### src/rtl/labka13_sweep_ctrl.sv
// Truth-table sweeper: steps a 4-bit stimulus through 0..15, waits SETTLE
// cycles per vector, then samples a 1-bit response into a 16-bit table.
module labka13_sweep_ctrl #(
  parameter int unsigned SETTLE = 2
) (
  input  logic        clk,
  input  logic        rst_n,
  input  logic        start_i,
  input  logic        abort_i,
  input  logic        f_in_i,
  output logic [3:0]  x_out_o,
  output logic        busy_o,
  output logic        done_o,
  output logic [15:0] tt_o,
  output logic [4:0]  ones_cnt_o
);

  localparam int unsigned CW = 4;
  localparam int unsigned XW = 4;
  localparam int unsigned TW = 16;
  localparam int unsigned OW = 5;

  typedef enum logic [1:0] {
    S_IDLE,
    S_SETTLE,
    S_SAMPLE,
    S_DONE
  } state_e;

  state_e        state_q, state_d;
  logic [XW-1:0] x_q, x_d;
  logic [CW-1:0] wait_q, wait_d;
  logic [TW-1:0] tt_q, tt_d;
  logic [OW-1:0] ones_q, ones_d;
  logic          busy_q, busy_d;
  logic          done_q, done_d;

  // State and datapath registers
  always_ff @(posedge clk or negedge rst_n) begin
    if (!rst_n) begin
      state_q <= S_IDLE;
      x_q     <= '0;
      wait_q  <= '0;
      tt_q    <= '0;
      ones_q  <= '0;
      busy_q  <= 1'b0;
      done_q  <= 1'b0;
    end else begin
      state_q <= state_d;
      x_q     <= x_d;
      wait_q  <= wait_d;
      tt_q    <= tt_d;
      ones_q  <= ones_d;
      busy_q  <= busy_d;
      done_q  <= done_d;
    end
  end

  // Next-state and datapath update; x_q doubles as the vector index
  always_comb begin
    state_d = state_q;
    x_d     = x_q;
    wait_d  = wait_q;
    tt_d    = tt_q;
    ones_d  = ones_q;

    unique case (state_q)
      S_IDLE: begin
        if (start_i) begin
          state_d = S_SETTLE;
          x_d     = '0;
          wait_d  = '0;
          tt_d    = '0;
          ones_d  = '0;
        end
      end
      S_SETTLE: begin
        if (abort_i) begin
          state_d = S_IDLE;
        end else if (wait_q == CW'(SETTLE - 1)) begin
          state_d = S_SAMPLE;
        end else begin
          wait_d = wait_q + CW'(1);
        end
      end
      S_SAMPLE: begin
        // An abort in this cycle drops the pending sample
        if (abort_i) begin
          state_d = S_IDLE;
        end else begin
          tt_d[x_q] = f_in_i;
          ones_d    = ones_q + OW'(f_in_i);
          if (x_q == XW'(15)) begin
            state_d = S_DONE;
          end else begin
            x_d     = x_q + XW'(1);
            wait_d  = '0;
            state_d = S_SETTLE;
          end
        end
      end
      S_DONE: begin
        state_d = S_IDLE;
      end
      default: begin
        state_d = S_IDLE;
      end
    endcase
  end

  // Status flags are registered copies of the upcoming state
  always_comb begin
    busy_d = (state_d == S_SETTLE) || (state_d == S_SAMPLE);
    done_d = (state_d == S_DONE);
  end

  assign x_out_o    = x_q;
  assign busy_o     = busy_q;
  assign done_o     = done_q;
  assign tt_o       = tt_q;
  assign ones_cnt_o = ones_q;

endmodule

### config.mk
export PLATFORM = sky130hd
export DESIGN_NAME = labka13_sweep_ctrl
export DESIGN_NICKNAME = d
export VERILOG_FILES = /design/src/rtl/labka13_sweep_ctrl.sv
export SDC_FILE = /design/constraint.sdc
export NUM_CORES = 1
export LEC_CHECK = 0
export CAP_MARGIN = 20
export CORE_MARGIN = 2
export CORE_UTILIZATION = 50
export CTS_CLUSTER_SIZE = 10
export DETAILED_ROUTE_END_ITERATION = 8
export GPL_TIMING_DRIVEN = 0
export PLACE_DENSITY = 0.83
export SLEW_MARGIN = 10
export SYNTH_ARGS = -nofsm -noshare
export SYNTH_HDL_FRONTEND = slang
export SYNTH_SLANG_ARGS = --single-unit
### constraint.sdc
create_clock -name clk -period 2.2 [get_ports clk]
set_clock_uncertainty 0.1 [all_clocks]
set_input_delay 0.22 -clock clk [delete_from_list [all_inputs] [get_ports clk]]
set_output_delay 0.22 -clock clk [all_outputs]
set_load 0.1 [all_outputs]
==> qor.csv, run 1 <==
metric,value,unit
status,finished clean,
Synth Flop Type,dfrtp_1,
gr ovfl total,0,
CTS tree,built,
post-synth net total,204,
"Async S/R FF share, synth",100.0,%
Final GP Congestion,0.8769,
DRC viols,0,
WL final,4016,um
clk buf depth,2,
HPWL after DPL,2813,um
WP data arrival,1840,ps
crit-path max cell delay,1130,ps
max frequency,463.7,MHz
static leakage,1.085,nW
"area leader, netlist",dfrtp_1,
total negative slack,0,ps
CP Cell Sequence,clkdlybuf4s50_1,
share of cells above drive strength 1,10.48,%
# nets final,242,
Die Y,64.49,um
RSZ-0062 raised after global routing,no,
final instance area,2271,um^2
Yosys reg bits,33,
critical path required time,1880,ps
row count,21,
die area,4158,um^2
Final period util,98.03,%
Worst-path clk slew,110,ps
multi-input logic area,847.1,um^2
CTS buffer count,5,
Iteration-0 DRC Markers,104,
Reg area,829.5,um^2
"Hold Vio Cnt, Final",0,
number of setup buffers added after CTS,0,
pre-CTS setup slack,52.02,ps
"EDFF count, synth",0,
Final setup viols,0,
top-count cell post-synth,dfrtp_1,
initial core utilization,53.55,%
I/O pin count,32,
area delta synth->final,24.15,%
DR WL/cell,14.60,um
initial antenna violation count,0,
Combinational Power Share,43.3,%
share of power burned in registers,37.9,%
DR pass1 iterations,4,
Final Max Slew Viols,0,
Max-slew headroom,34.53,%
GR Util All Layers,22.05,%
Port Buf Inserts,31,
vias in the first global route,1446,
CTS root buf,clkbuf_4,
HP Class,in -> async,
sw frac,42.33,%
power share of the clock group,18.7,%
largest net degree at the start of global routing,34,
unique cell type count in the Yosys netlist,36,
crit-path max FO,2,
Peak VDD IR,0.9969,mV
worst skew pair latency,340,ps
Die X,64.49,um
"Max stage delay cell, worst path",clkdlybuf4s50_1,
Core Box Area,3416,um^2
placed inst area,2196,um^2
Synth area leaders,"dfrtp_1 (45%), ha_1 (6.2%), a22oi_1 (5.7%), o22ai_1 (5.5%), inv_1 (4.9%)",
sequential cell area fraction in the yosys report,45.14,%
maxcap violations,0,
synth cell count leaders,"dfrtp_1 (33), inv_1 (24), o22ai_1 (16)",
clk sinks,33,
buffers plus inverters on the worst setup path,1,
Via density,5.756,
Ys Warns,0,
vias post-DR,1583,
CP Capture Type,primary output,
crit start category,flop,
PnR worst setup slack,43.33,ps
Filler Cells Inserted,282,
global-route wire length before repair,7010,um
synthesized area per cell,9.628,um^2
Top delay family on crit path,buffers and inverters,
Pwr per Cell Area,847.2,nW/um^2
H-tree lvl count,2,
Final ANT Viol Nets,0,
internal power,1.110,mW
Worst Setup Path Type,reg -> out,
Slew @ Worst Pin,986.0,ps
Mapped Area,1829,um^2
sw power,814.4,uW
Syn Inst Count,190,
final period demand of the worst path,2157,ps
post-synth top area share,45.14,%
antenna diode count,0,
## placed cells by master, fill, tap and decap left out, drive strengths merged
master         netlist  final
o211ai               4      4
nand3b              10     10
buf                  6      7
nand2                6      6
clkbuf               8     15
a22oi               15     15
nor3b                3      3
dlymetal6s2s         0      7
or3                  2      2
dlygate4sd3          0      1
and3                 1      1
o32ai                1      1
nand3               12     12
o21ai                4      4
o22ai               16     16
a21oi                5      5
mux2i                2      2
or3b                 7      7
ha                   9      9
and2                 1      1
nand2b               2      2
a31oi                2      2
a32o                 1      1
nand4b               1      1
nor2                 4      4
dlygate4sd2          0      7
o22a                 1      1
nand4                4      4
clkdlybuf4s50        0     16
a22o                 2      2
dfrtp               33     33
o31ai                1      1
o311ai               1      1
nor2b                1      1
a2bb2oi              1      1
inv                 24     24
## cell families after synthesis
family          count (synthesis)  synth area share (%)
compound gates                 54                 20.52
simple gates                   54                 18.54
buf+inv                        38                 8.550
flops                          33                 45.14
fa+ha+maj                       9                 6.156
mux                             2                 1.094
## cell type report
cell class	instances	share of cell area [%]
Timing Repair Buffer	32	14.27
Multi-Input combinational cell	119	37.30
Buffer	13	2.810
Inverter	24	3.967
Clock buffer	8	2.590
Tap cell	46	2.534
Sequential cell	33	36.53
## power by group through the flow
| stage | Combinational, mW | Clock (mW) | Sequential (mW) |
|---|---|---|---|
| after floorplan | 0.445 | 0 | 0.944 |
| final | 0.833 | 0.361 | 0.730 |
| after global placement | 0.830 | 0 | 0.740 |
| after global routing | 0.910 | 0.399 | 0.739 |
| after detailed placement | 0.842 | 0 | 0.739 |
| after CTS | 0.835 | 0.366 | 0.728 |
## state kept, by name (all words and copies together) (netlist names)
name	count
busy_o	1
done_o	1
ones_cnt_o	5
state_q	2
tt_o	16
wait_q	4
x_out_o	4
## timing repair
item,CTS,global route
endpoints found under the hold margin,33,0
cloned,0,0
gates resized for setup,7,9
endpoints found under the setup margin,7,8
hold buffers,1,0
## metrics by stage
step / utilization [%] / hold WS, ps / std cells / power, mW
floorplan: - / -175.6 / 190 / 1.389
global placement: 64.43 / 369.3 / 267 / 1.570
detailed placement: 64.29 / 214.7 / 267 / 1.581
CTS: 66.04 / 386.9 / 276 / 1.929
global route: 66.48 / 419.8 / 275 / 2.049
finish: 66.48 / 363.6 / 275 / 1.924
## metal layers
layer	global-route usage, %	routed length, um	vias to the layer above	part of all wire, %
met5	0	0	-	0
met4	7.713	66	0	1.6
met3	5.035	266	8	6.6
met2	31.51	1775	52	44
met1	32.81	1907	749	47
li1	-	-	774	-
## worst paths after layout
path	from	to	slack, ps	cells past startpoint
setup / recovery	tt_o[15]	tt_o[15]	40	1
hold / removal	rst_n	tt_o[1]	360	2
setup reg to reg	wait_q[1]	busy_o	200	6
hold reg to reg	ones_cnt_o[4]	ones_cnt_o[4]	380	1
max in group asynchronous	rst_n	x_out_o[3]	1150	2
min in group clk	ones_cnt_o[4]	ones_cnt_o[4]	380	1
Note: power is estimated with default switching activity, not from simulation.
==> run 2: changes to the inputs <==
--- a/config.mk
+++ b/config.mk
@@ -5,13 +5,15 @@
 export SDC_FILE = /design/constraint.sdc
 export NUM_CORES = 1
 export LEC_CHECK = 0
+export ABC_AREA = 1
 export CAP_MARGIN = 20
+export CORE_ASPECT_RATIO = 0.8
 export CORE_MARGIN = 2
 export CORE_UTILIZATION = 50
 export CTS_CLUSTER_SIZE = 10
 export DETAILED_ROUTE_END_ITERATION = 8
 export GPL_TIMING_DRIVEN = 0
-export PLACE_DENSITY = 0.83
+export PLACE_DENSITY = 0.84
 export SLEW_MARGIN = 10
 export SYNTH_ARGS = -nofsm -noshare
 export SYNTH_HDL_FRONTEND = slang
==> qor.csv, run 2 <==
metric,value,unit
Mapped Area,1744,um^2
DR pass1 iterations,4,
internal power,969.6,uW
final instance area,2207,um^2
"Async S/R FF share, synth",100.0,%
post-synth net total,235,
GR Util All Layers,19.88,%
vias in the first global route,1444,
Filler Cells Inserted,297,
CTS buffer count,5,
antenna diode count,0,
max frequency,459.4,MHz
critical path required time,1880,ps
max reg flops,16,
total negative slack,0,ps
unique cell type count in the Yosys netlist,23,
"most common cell after layout, fill and taps aside",nand2_1,
"Hold Vio Cnt, Final",0,
Ys Warns,0,
"EDFF count, synth",0,
"area leader, netlist",dfrtp_1,
Iteration-0 DRC Markers,92,
buffers plus inverters on the worst setup path,1,
initial core utilization,51.67,%
"Max stage delay cell, worst path",clkdlybuf4s50_1,
Final GP Congestion,0.8321,
DRC viols,0,
Final period util,98.94,%
static leakage,1.162,nW
top-count cell post-synth,nand2_1,
sequential cell area fraction in the yosys report,47.35,%
Final Max Slew Viols,0,
DR WL/cell,12.01,um
worst skew pair latency,280,ps
H-tree lvl count,2,
clk sinks,33,
die area,3980,um^2
HPWL after DPL,2590,um
Combinational Power Share,21.0,%
crit start category,flop,
Final ANT Viol Nets,0,
CTS root buf,clkbuf_8,
post-synth top area share,47.35,%
Yosys reg bits,33,
Synth Flop Type,dfrtp_1,
Peak VDD IR,0.5385,mV
worst-case reg-to-reg path depth,6,
multi-input logic area,803.3,um^2
Pwr per Cell Area,643.8,nW/um^2
Die X,70.04,um
Port Buf Inserts,31,
global-route wire length before repair,6272,um
Via density,4.997,
sw frac,31.76,%
crit-path max cell delay,1150,ps
RSZ-0062 raised after global routing,no,
crit-path max FO,6,
Reg2Reg Setup Slack,450,ps
synthesized area per cell,7.892,um^2
HP Class,reg -> reg,
CP Capture Type,primary output,
CTS tree,built,
vias post-DR,1514,
initial antenna violation count,0,
gr ovfl total,0,
sw power,451.4,uW
placed inst area,2105,um^2
Reg area,828.3,um^2
placed cell count,294,
Slew @ Worst Pin,975.4,ps
status,finished clean,
most frequent cells in the layout,"nand2_1 (85), dfrtp_1 (31), nor2_1 (27)",
Layout Cells excl Fill,303,
power share of the clock group,32.8,%
Worst Setup Path Type,reg -> out,
WP data arrival,1860,ps
row count,19,
Synth area leaders,"dfrtp_1 (47%), nand2_1 (18%), ha_1 (6.5%), nor2_1 (5.8%), nand3_1 (3.4%)",
Core Box Area,3376,um^2
Final setup viols,0,
share of cells above drive strength 1,8.046,%
Top delay family on crit path,buffers and inverters,
share of power burned in registers,46.3,%
area delta synth->final,26.54,%
# nets final,274,
Syn Inst Count,221,
number of setup buffers added after CTS,0,
I/O pin count,32,
CP Cell Sequence,clkdlybuf4s50_1,
clk buf depth,2,
WL final,3639,um
Max-slew headroom,34.77,%
maxcap violations,0,
synth cell count leaders,"nand2_1 (85), dfrtp_1 (33), nor2_1 (27)",
Die Y,56.83,um
critical path depth,1,
hold path depth,2,
Worst-path clk slew,70,ps
largest net degree at the start of global routing,34,
final period demand of the worst path,2177,ps
[run 2: cell families (layout without fill, tap and decap cells)]
| family | after synthesis | count (layout) | synth area share, % |
|---|---|---|---|
| xor gates and xnor gates | 3 | 3 | 1.507 |
| AOI/OAI and AO/OA | 22 | 22 | 6.312 |
| and+or+nand+nor | 132 | 132 | 31.78 |
| adders and majority gates | 9 | 9 | 6.456 |
| DFF | 33 | 33 | 47.35 |
| buffers and inverters | 22 | 62 | 6.599 |
[run 2: power groups by stage]
stage | clock (mW) | sequential (mW) | combinational, mW
floorplan | 0 | 0.739 | 0.143
global placement | 0 | 0.667 | 0.291
detailed placement | 0 | 0.668 | 0.296
CTS | 0.472 | 0.657 | 0.300
global route | 0.495 | 0.660 | 0.326
finish | 0.466 | 0.657 | 0.298
[run 2: repair_timing]
| action | CTS | global route |
|---|---|---|
| gates resized for setup | 2 | 2 |
| endpoints found under the setup margin | 2 | 2 |
| cloned | 0 | 0 |
| endpoints found under the hold margin | 33 | 0 |
| hold buffers | 1 | 0 |
| pin swaps | 0 | 0 |
[run 2: worst paths after layout]
| kind | from | endpoint |
|---|---|---|
| max | x_out_o[1] | x_out_o[1] |
| min | tt_o[9] | tt_o[9] |
| max reg2reg | x_out_o[0] | busy_o |
| min reg2reg | tt_o[9] | tt_o[9] |
| max in group asynchronous | rst_n | x_out_o[0] |
| min in group asynchronous | rst_n | done_o |
[run 2: cell type report]
class,instances,share of cell area (%)
plain buffers,4,1.814
multi-input cells,166,36.39
inverters,18,3.401
well taps,42,2.381
repair buffers,32,14.40
clock buffers,8,4.082
flip-flops and latches,33,37.53
[run 2: metal layers]
metal	vias to the layer above	GRT usage (%)	wire length (um)
li1	767	-	-
met1	687	26.33	1647
met2	55	31.84	1675
met3	5	5.027	266
met4	0	7.143	49
met5	-	0	0
[run 2: through the flow]
stage                     total power, mW  hold WS [ps]  utilization, %  setup slack (ps)
after floorplan                    0.8824        -175.6               -             76.12
after global placement             0.9572         356.5           62.49             12.19
after detailed placement           0.9641         224.6           62.34             262.0
after CTS                           1.429         374.0           65.23             11.44
after global routing                1.481         389.2           65.38             1.856
final                               1.421         370.6           65.38             23.22
==> run 3: changes to the inputs <==
--- a/config.mk
+++ b/config.mk
@@ -13,7 +13,7 @@
 export CTS_CLUSTER_SIZE = 10
 export DETAILED_ROUTE_END_ITERATION = 8
 export GPL_TIMING_DRIVEN = 0
-export PLACE_DENSITY = 0.84
+export PLACE_DENSITY_LB_ADDON = 0.2
 export SLEW_MARGIN = 10
 export SYNTH_ARGS = -nofsm -noshare
 export SYNTH_HDL_FRONTEND = slang
==> constraint.sdc (replaced) <==
create_clock -name clk -period 2.3 [get_ports clk]
set_clock_uncertainty 0.1 [all_clocks]
set_input_delay 0.23 -clock clk [delete_from_list [all_inputs] [get_ports clk]]
set_output_delay 0.23 -clock clk [all_outputs]
set_load 0.1 [all_outputs]
==> qor.csv, run 3 (same netlist as run 2, synthesis figures left out) <==
metric,value,unit
"Hold Vio Cnt, Final",0,
Worst Hold Margin,369.7,ps
DR pass1 iterations,4,
initial core utilization,51.67,%
clk buf depth,2,
Port Buf Inserts,31,
# nets final,274,
Final period util,97.40,%
CTS root buf,clkbuf_8,
critical path depth,1,
area delta synth->final,26.11,%
Reg area,825.8,um^2
"most common cell after layout, fill and taps aside",nand2_1,
row count,19,
CTS buffer count,5,
pre-CTS setup slack,333.8,ps
start point of the critical path,x_out_o[1],
I/O pin count,32,
largest net degree at the start of global routing,34,
Worst Setup Path Type,reg -> out,
CP Cell Sequence,clkdlybuf4s50_1,
clk sinks,33,
antenna diode count,0,
WP data arrival,1910,ps
status,finished clean,
H-tree lvl count,2,
CP Capture Type,primary output,
RSZ-0062 raised after global routing,no,
Final GP Congestion,0.8053,
Core Box Area,3376,um^2
Filler Cells Inserted,297,
Worst R2R End,busy_o,
Worst-path clk slew,70,ps
DR WL/cell,11.56,um
HPWL after DPL,2528,um
static leakage,1.155,nW
Top delay family on crit path,buffers and inverters,
Iteration-0 DRC Markers,42,
multi-input logic area,803.3,um^2
Pwr per Cell Area,602.5,nW/um^2
vias in the first global route,1295,
most frequent cells in the layout,"nand2_1 (85), dfrtp_1 (33), clkdlybuf4s50_1 (28)",
Final ANT Viol Nets,0,
worst setup path endpoint,x_out_o[1],
gr ovfl total,0,
die area,3980,um^2
initial antenna violation count,0,
Slew @ Worst Pin,976.9,ps
GR Util All Layers,19.93,%
share of cells above drive strength 1,7.663,%
WL final,3502,um
Die Y,56.83,um
number of setup buffers added after CTS,0,
vias post-DR,1455,
max frequency,446.4,MHz
final period demand of the worst path,2240,ps
max reg flops,16,
buffers plus inverters on the worst setup path,1,
HP Class,reg -> reg,
crit start category,flop,
worst-case reg-to-reg path depth,6,
total negative slack,0,ps
Peak VDD IR,0.6701,mV
maxcap violations,0,
crit-path max cell delay,1170,ps
Reg2Reg Setup Slack,540,ps
Die X,70.04,um
critical path required time,1970,ps
worst skew pair latency,290,ps
Max-slew headroom,34.67,%
RR Startpoint,x_out_o[1],
DRC viols,0,
Final Max Slew Viols,0,
"Max stage delay cell, worst path",clkdlybuf4s50_1,
CTS tree,built,
Via density,4.802,
crit-path max FO,6,
PnR worst setup slack,59.86,ps
global-route wire length before repair,6023,um
Final setup viols,0,
-- run 3: metal layers --
| layer | share of wire, % | track usage [%] | routed length, um |
|---|---|---|---|
| met5 | 0 | 0 | 0 |
| met4 | 1.9 | 8.242 | 66 |
| met3 | 3.9 | 4.488 | 138 |
| met2 | 43 | 28.71 | 1504 |
| met1 | 51 | 28.98 | 1791 |
-- run 3: power by group --
| part | leakage (nW) | switching [mW] | internal, mW |
|---|---|---|---|
| logic | 0.653 | 0.203 | 0.0808 |
| registers | 0.457 | 0.0240 | 0.603 |
| clock network | 0.0450 | 0.205 | 0.209 |
| total | 1.15 | 0.432 | 0.893 |
-- run 3: how the worst min path moves through the flow --
stage | from | endpoint | slack [ps] | cells past startpoint
finish | tt_o[8] | tt_o[8] | 370 | 2
CTS | tt_o[8] | tt_o[8] | 370 | 2
global placement | tt_o[11] | tt_o[11] | 360 | 2
global route | tt_o[1] | tt_o[1] | 390 | 2
floorplan | rst_n | busy_o | -170 | 0
detailed placement | rst_n | wait_q[0] | 240 | 1
-- run 3: worst register-to-register path: cells and delay by family, from the launching register on --
kind                     cells  cell delay, ps
flip-flops                   1             450
adder cells (fa/ha/maj)      2             490
AND/OR/NAND/NOR              4             600
-- run 3: timing repair --
item                                    4_1_cts  5_1_grt
hold buffers                                  1        0
hold endpoints to repair                     33        0
gates resized for setup                       0        2
endpoints found under the setup margin        0        2
-- run 3: area by class of cell --
| class | count | share of cell area, % |
|---|---|---|
| Sequential cell | 33 | 37.54 |
| Inverter | 18 | 3.413 |
| Clock inverter | 2 | 0.4551 |
| Multi-Input combinational cell | 166 | 36.52 |
| Timing Repair Buffer | 32 | 14.56 |
| Clock buffer | 6 | 3.299 |
| Buffer | 4 | 1.820 |
| Tap cell | 42 | 2.389 |
-- run 3: per-stage QoR --
step | power [mW] | util (%) | std cells | instance area (um^2)
CTS | 1.344 | 65.01 | 303 | 2195
global placement | 0.9172 | 62.42 | 294 | 2107
finish | 1.325 | 65.16 | 303 | 2200
global route | 1.405 | 65.16 | 303 | 2200
detailed placement | 0.9195 | 62.27 | 294 | 2102
floorplan | 0.8437 | - | 221 | 1744
